### config.mk
export PLATFORM = sky130hd
export DESIGN_NAME = stopwatch_ctrl
export DESIGN_NICKNAME = d
export VERILOG_FILES = /design/src/rtl/stopwatch_pkg.sv /design/src/rtl/rise_detect.sv /design/src/rtl/stopwatch_ctrl.sv
export SDC_FILE = /design/constraint.sdc
export NUM_CORES = 1
export LEC_CHECK = 0
export CAP_MARGIN = 20
export CORE_MARGIN = 1.5
export CORE_UTILIZATION = 62
export CTS_CLUSTER_DIAMETER = 30
export CTS_CLUSTER_SIZE = 40
export DETAILED_ROUTE_END_ITERATION = 16
export PLACE_DENSITY = 0.87
export SYNTH_ARGS = -nofsm -noshare
export SYNTH_HDL_FRONTEND = slang
export SYNTH_HIERARCHICAL = 1
export SYNTH_SLANG_ARGS = --single-unit
### constraint.sdc
create_clock -name clock -period 3.3 [get_ports clock]
set_clock_uncertainty 0.2 [all_clocks]
set_input_delay 0.66 -clock clock [delete_from_list [all_inputs] [get_ports clock]]
set_output_delay 0.66 -clock clock [all_outputs]
set_load 0.02 [all_outputs]
### src/rtl/stopwatch_pkg.sv
// Shared definitions for the BCD stopwatch: FSM state encoding and digit limit.
package stopwatch_pkg;

    typedef enum logic [1:0] {
        StIdle   = 2'b00,
        StRun    = 2'b01,
        StPaused = 2'b10,
        StLap    = 2'b11
    } sw_state_e;

    localparam logic [3:0] BCD_MAX = 4'd9;

    // The live count advances in both RUN and LAP; LAP only freezes the display.
    function automatic logic is_counting(sw_state_e s);
        return (s == StRun) || (s == StLap);
    endfunction

endpackage

### src/rtl/rise_detect.sv
// Button press detector: a press is a 0->1 change relative to the previous sample.
module rise_detect (
    input  logic clk_i,
    input  logic rst_i,
    input  logic btn_i,
    output logic press_o
);

    logic prev_q;

    // Remember last sampled level so a held button yields exactly one press.
    always_ff @(posedge clk_i or posedge rst_i) begin
        if (rst_i) begin
            prev_q <= 1'b0;
        end else begin
            prev_q <= btn_i;
        end
    end

    assign press_o = btn_i & ~prev_q;

endmodule

### src/rtl/stopwatch_ctrl.sv
// BCD stopwatch controller: start/stop, lap hold, clear, prescaled tick and
// a cascaded decimal counter with a sticky overflow flag.
module stopwatch_ctrl #(
    parameter int unsigned NUM_DIGITS = 4,
    parameter int unsigned TICK_DIV   = 100000
) (
    input  logic                    clock,
    input  logic                    reset,
    input  logic                    start_stop,
    input  logic                    lap,
    input  logic                    clear,
    output logic [4*NUM_DIGITS-1:0] disp,
    output logic                    running,
    output logic                    lap_hold,
    output logic                    overflow,
    output logic                    tick
);

    import stopwatch_pkg::*;

    localparam int unsigned CntW   = 4 * NUM_DIGITS;
    localparam int unsigned PrescW = (TICK_DIV > 1) ? $clog2(TICK_DIV) : 1;
    localparam logic [PrescW-1:0] PrescTop = PrescW'(TICK_DIV - 1);

    sw_state_e          state_q;
    logic               running_q;
    logic               lap_hold_q;
    logic               overflow_q;
    logic [CntW-1:0]    lap_q;
    logic [CntW-1:0]    count;
    logic [PrescW-1:0]  presc_q;
    logic [NUM_DIGITS:0] carry;

    logic ss_press, lap_press, clr_press;
    logic ss_evt, lap_evt, clr_evt;
    logic counting, do_clear;

    rise_detect u_rd_start_stop (
        .clk_i   (clock),
        .rst_i   (reset),
        .btn_i   (start_stop),
        .press_o (ss_press)
    );

    rise_detect u_rd_lap (
        .clk_i   (clock),
        .rst_i   (reset),
        .btn_i   (lap),
        .press_o (lap_press)
    );

    rise_detect u_rd_clear (
        .clk_i   (clock),
        .rst_i   (reset),
        .btn_i   (clear),
        .press_o (clr_press)
    );

    // Only the highest-priority press in a cycle survives.
    always_comb begin
        ss_evt  = ss_press;
        lap_evt = lap_press & ~ss_press;
        clr_evt = clr_press & ~ss_press & ~lap_press;
    end

    // Eligibility uses the pre-transition state, so a tick on a stop press still counts.
    assign counting = is_counting(state_q);
    assign tick     = counting & (presc_q == PrescTop);
    assign do_clear = (state_q == StPaused) & clr_evt;

    // Prescaler: free-runs while counting, freezes when paused, zero when idle.
    always_ff @(posedge clock or posedge reset) begin
        if (reset) begin
            presc_q <= '0;
        end else if (counting) begin
            presc_q <= tick ? '0 : presc_q + PrescW'(1);
        end else if ((state_q == StIdle) || do_clear) begin
            presc_q <= '0;
        end
    end

    // Ripple carry: digit i increments when every lower digit is rolling over.
    always_comb begin
        carry    = '0;
        carry[0] = tick;
        for (int i = 0; i < NUM_DIGITS; i++) begin
            carry[i+1] = carry[i] & (count[4*i +: 4] == BCD_MAX);
        end
    end

    for (genvar i = 0; i < NUM_DIGITS; i++) begin : g_digit
        logic [3:0] digit_q;

        // Each digit wraps 9->0; the wrap feeds the next digit in the same cycle.
        always_ff @(posedge clock or posedge reset) begin
            if (reset) begin
                digit_q <= '0;
            end else if (do_clear) begin
                digit_q <= '0;
            end else if (carry[i]) begin
                digit_q <= (digit_q == BCD_MAX) ? 4'd0 : digit_q + 4'd1;
            end
        end

        assign count[4*i +: 4] = digit_q;
    end

    // Overflow is sticky until a clear or reset.
    always_ff @(posedge clock or posedge reset) begin
        if (reset) begin
            overflow_q <= 1'b0;
        end else if (do_clear) begin
            overflow_q <= 1'b0;
        end else if (carry[NUM_DIGITS]) begin
            overflow_q <= 1'b1;
        end
    end

    // Control FSM with registered status outputs and the lap latch.
    always_ff @(posedge clock or posedge reset) begin
        if (reset) begin
            state_q    <= StIdle;
            running_q  <= 1'b0;
            lap_hold_q <= 1'b0;
            lap_q      <= '0;
        end else begin
            unique case (state_q)
                StIdle: begin
                    if (ss_evt) begin
                        state_q   <= StRun;
                        running_q <= 1'b1;
                    end
                end
                StRun: begin
                    if (ss_evt) begin
                        state_q   <= StPaused;
                        running_q <= 1'b0;
                    end else if (lap_evt) begin
                        state_q    <= StLap;
                        lap_hold_q <= 1'b1;
                        lap_q      <= count;
                    end
                end
                StLap: begin
                    if (ss_evt) begin
                        state_q    <= StPaused;
                        running_q  <= 1'b0;
                        lap_hold_q <= 1'b0;
                    end else if (lap_evt) begin
                        state_q    <= StRun;
                        lap_hold_q <= 1'b0;
                    end
                end
                StPaused: begin
                    if (ss_evt) begin
                        state_q   <= StRun;
                        running_q <= 1'b1;
                    end else if (clr_evt) begin
                        state_q <= StIdle;
                    end
                end
                default: begin
                    state_q    <= StIdle;
                    running_q  <= 1'b0;
                    lap_hold_q <= 1'b0;
                end
            endcase
        end
    end

    assign running  = running_q;
    assign lap_hold = lap_hold_q;
    assign overflow = overflow_q;
    assign disp     = lap_hold_q ? lap_q : count;

endmodule

Word level (Yosys, flattened, before mapping). Index checks and enable logic that the tools add are counted.

Div/mod/pow operators: 0. Shift operators: 0. Reductions and logical operators: 16. Magnitude comparators: 0. Mux-type cells: 34. Add/sub/neg operators: 5. Equality and inequality tests: 16. $mul: 0. Bitwise logic cells: 17.

Operators by type and width (number): $mux 17 (3); $mux 4 (12); $add 17x1->17 const B (1); $eq 17x17->1 const B (1); $add 4x1->4 const B (4); $eq 4x4->1 const B (4); $mux 16 (1); $mux 2 (7); $reduce_bool 2->1 (7); $and 1x1->1 (12); $ne 3x3->1 const B (3); $mux 1 (8); $pmux 2 s4 (1); $reduce_and 4->1 (2); $ne 2x2->1 const B (3); $not 1->1 (5); $eq 2x2->1 const B (2); $ne 2x1->1 const B (2); $pmux 1 s2 (2); $reduce_or 2->1 (2); $reduce_and 3->1 (1); $eq 2x1->1 const B (1); $logic_not 2->1 (1); $logic_or 1x1->1 (2); $reduce_and 2->1 (1).

Flip-flop bits (word level): 57. Logic and storage cells: 101. Memories kept: 0. Bits in latches: 0. Input bits: 5. Bits in writable memories: 0. Memory bits (read-only): 0.

Depth between registers and ports, before layout.
Word-level depth: 9. Mapped depth: 7. Depth with buffers taken out: 6.

By module. The synthesis kept the hierarchy.

Modules (own cells, without submodules): stopwatch_ctrl (cells an instance 285, seq. area each 1351.3 sq um, area an instance 2851.5 sq um, instances 1); rise_detect (cells an instance 3, seq. area each 25.0 sq um, area an instance 42.5 sq um, instances 3).

Worst setup path before layout. Ideal clock, no wire load.

Path kind: reg2out. Start point: register presc_q[12]. End point: output tick. Stages on the path, launching flop included: 4. Path slack: 0.736 ns. Data arrival time: 1.704 ns. Buffers on the path: 0. Cell sequence: dfrtp_1 or4_4 nor3_1 and2_1.

Cells in the longest elaborated chain, start to end: 2.

Ends and longest elaborated chain: start, declared (RTL line stopwatch_ctrl.sv:31) `logic [PrescW-1:0] presc_q;`; start signal, assigned (RTL line stopwatch_ctrl.sv:76) `presc_q <= tick ? '0 : presc_q + PrescW'(1);`; $eq 17x17->1 (RTL line stopwatch_ctrl.sv:68) `assign tick = counting & (presc_q == PrescTop);`; $and 1x1->1 (RTL line stopwatch_ctrl.sv:68); end, declared (RTL line stopwatch_ctrl.sv:16) `output logic tick`.

No other way between the ends.

Worst setup path after layout.
Start point: register lap_hold_q (netlist: lap_hold). End point: output disp[0].

Cells in the longest elaborated chain, start to end: 1.

Ends and longest elaborated chain: start, declared (RTL line stopwatch_ctrl.sv:27) `logic lap_hold_q;`; start signal, assigned (RTL line stopwatch_ctrl.sv:124) `lap_hold_q <= 1'b0;`; start signal, assigned (RTL line stopwatch_ctrl.sv:140) `lap_hold_q <= 1'b1;`; start signal, assigned (RTL line stopwatch_ctrl.sv:148) `lap_hold_q <= 1'b0;`; $mux 16 (RTL line stopwatch_ctrl.sv:174) `assign disp = lap_hold_q ? lap_q : count;`; end, declared (RTL line stopwatch_ctrl.sv:12) `output logic [4*NUM_DIGITS-1:0] disp,`.

No other way between the ends.

==> reports/metrics.csv <==
stage,metric,value,unit
run_status,outcome,"complete, no violations",
clock_network,clk_path_buf_depth,2,
logic_synthesis,netlist_instances,294,
floorplanning,dieArea,0.00523,mm^2
sta,worst_pin_slew,775,ps
routing,drtAntennaViolNets,0,
routing,wl_per_cell,15.6,um
global_route,grt_pass1_wl,10.4,mm
cells_and_area,most-common-layout-cells,"dfrtp_1 (57), mux2_2 (30), nand2_1 (29)",
floorplanning,io_pins,25,
power_and_ir_drop,peakVddDrop,0.000467,V
power_and_ir_drop,p_leak,0.00150,uW
job,cap_viol_max_count,0,
clock_network,clock-sinks,57,
setup_path,worst_setup_path_start_kind,flip-flop,
clock_network,clkTransAtPathRegs,60,ps
cells_and_area,regArea,0.00143,mm^2
setup_path,crit_path_end,disp[0],
global_route,grt_pass1_vias,2159,
global_route,antenna_found_initial,0,
global_route,grt_overflow,0,
sta,setup_viol,0,
logic_synthesis,synth.net_count,300,
global_route,grt_max_degree,30,
clock_network,cts-root-buf,clkbuf_8,
routing,first_iter_violations,215,
floorplanning,chipHeight,72.3,um
cells_and_area,fin_nets,331,
clock_network,cts_hold_buf,0,
setup_path,r2r-start,presc_q[0],
sta,rsz0062_at_grt,false,
placement,gp_congestion,0.843,
global_route,met1_usage,35.0,%
logic_synthesis,synth.distinct_cells,47,
placement,hpwl,4.14,mm
setup_path,end_kind,output pin,
min_path,min_path_type,flip-flop to flip-flop,
logic_synthesis,ys.flop_type,dfrtp_1,
logic_synthesis,ys_seq_area_share,47.9,%
clock_network,clock_latency,340,ps
global_route,met2_usage,41.3,%
clock_network,htreeDepth,3,
power_and_ir_drop,p_per_area,883,mW/mm^2
placement,port_buffers,24,
logic_synthesis,yosysWarnings,6,
global_route,grt_usage,26.2,%
clock_network,cts_setup_buffers,0,
logic_synthesis,synth_edf_count,0,
setup_path,r2r_slack,910,ps
setup_path,setup.worst_path.start,lap_hold,
sta,holdWs,304,ps
setup_path,rr_worst_depth,7,
sta,setup_tns,0,ps
cells_and_area,diodes,0,
routing,vias,2325,
clock_network,cts_buffers,9,
sta,period_minus_slack,3000,ps
clock_network,cts_tree,yes,
setup_path,cp_max_fo,22,
cells_and_area,final_layout_size_suffix_gt1_share,18.8,%
floorplanning,num_rows,25,
cells_and_area,final_common_cell,dfrtp_1,
routing,route.detailed.drc,0,
logic_synthesis,avgSynthCellArea,10.1,um^2
sta,relSlewSlack,48.4,%
floorplanning,initial_core_util,63.9,%
cells_and_area,finish.instance_area,0.00351,mm^2
placement,post_dp_cell_area,0.00330,mm^2
setup_path,reg2reg_to,g_digit[3].digit_q[1],
sta,fmax,0.333,GHz
sta,hold_viol_final,0,
routing,dr.pass1.iters,4,
setup_path,crit_type,flip-flop to output pin,
logic_synthesis,async_flop_share,100,%
routing,via_per_inst,6.05,
cells_and_area,utilization,75.4,%
global_route,grt.busiest_layer,met2,
cells_and_area,multiInputGateArea,0.00147,mm^2
global_route,met3_usage,8.47,%
routing,wirelength,6.00,mm
logic_synthesis,syn-cell-area,0.00298,mm^2
sta,drv_slew,0,
sta,finalCritPeriodShare,90.9,%
cells_and_area,nFillCells,320,
floorplanning,chipWidth,72.3,um
cells_and_area,area_growth,18.0,%
clock_network,cts-resized-gates,0,
setup_path,worstPathRequired,2440,ps
floorplanning,core,0.00466,mm^2
logic_synthesis,synth-seq-cells,57,
setup_path,critPathArrivalTime,2140,ps
## cells in the mapped netlist (all sizes together), types with 2 or more instances
master | instances | area, um^2
a21oi | 13 | 65.1
a22o | 2 | 17.5
or3 | 5 | 31.3
clkbuf | 8 | 30.0
nor2b | 9 | 78.8
nand2 | 29 | 109
nand3b | 2 | 15.0
nand3 | 17 | 90.1
mux2 | 30 | 338
inv | 12 | 45.0
nand4bb | 2 | 22.5
nand4b | 2 | 17.5
mux2i | 3 | 30.0
nor4 | 4 | 61.3
and3 | 4 | 25.0
nand2b | 2 | 12.5
buf | 2 | 10.0
a21o | 2 | 16.3
o311ai | 2 | 17.5
xor2 | 8 | 70.1
a31oi | 2 | 12.5
nor2 | 20 | 75.1
nand4 | 6 | 37.5
o31ai | 2 | 15.0
o21ai | 25 | 125
and4 | 3 | 26.3
xnor2 | 2 | 17.5
nor3 | 5 | 25.0
and3b | 2 | 17.5
dfrtp | 57 | 1430
## sequential cells by signal (all words and copies together) (netlist names)
register,flops
lap_hold,1
g_digit.digit_q,16
lap_q,16
u_rd_lap/prev_q,1
u_rd_start_stop/prev_q,1
u_rd_clear/prev_q,1
presc_q,17
state_q,2
overflow,1
running,1
## routing by layer
metal	wire [um]	up-vias	part of all wire (%)
li1	-	1116	-
met1	2670	1148	44
met2	3000	54	50
met3	254	7	4.2
met4	78	0	1.3
met5	0	-	0
## power by group
part	switching [uW]	total, uW	internal, uW
clock network	266	676	410
registers	280	1220	936
logic	592	1210	619
## stage by stage
step	total power, uW	setup slack, ps	cells
after global routing	3310	171	384
after CTS	3120	61.8	384
final	3100	301	384
after floorplan	1980	736	294
after detailed placement	2430	429	368
after global placement	2370	452	368
## worst min-delay path by stage
stage / from / to / slack [ps] / depth (start not counted)
CTS: lap_q[11] / lap_q[11] / 310 / 1
global route: overflow / overflow / 330 / 1
detailed placement: lap_q[11] / lap_q[11] / 290 / 1
floorplan: reset / u_rd_clear/prev_q / 190 / 1
finish: lap_q[12] / lap_q[12] / 300 / 1
global placement: lap_q[11] / lap_q[11] / 280 / 1
## worst max-delay path, stage by stage (launching register included)
cell,delay (ps)
dfrtp_1,840
mux2_2,410
clkdlybuf4s50_1,540
## cell type report
cell class                      instances  share of cell area [%]
Multi-Input combinational cell        215                    41.8
Inverter                               12                    1.28
Tap cell                               54                    1.92
Sequential cell                        57                    40.6
Clock inverter                          2                   0.997
Clock buffer                           14                    4.91
Timing Repair Buffer                   30                    8.54
## cell families after synthesis
logic type / count (synthesis) / share of synthesized area, %
multiplexers: 33 / 12.3
AO/OA/AOI/OAI: 55 / 10.9
adder cells (fa/ha/maj): 1 / 0.420
XOR/XNOR: 10 / 2.94
buffers and inverters: 22 / 2.86
AND/OR/NAND/NOR: 116 / 22.7
flip-flops: 57 / 47.9
Power figures use the tool's default switching activity.
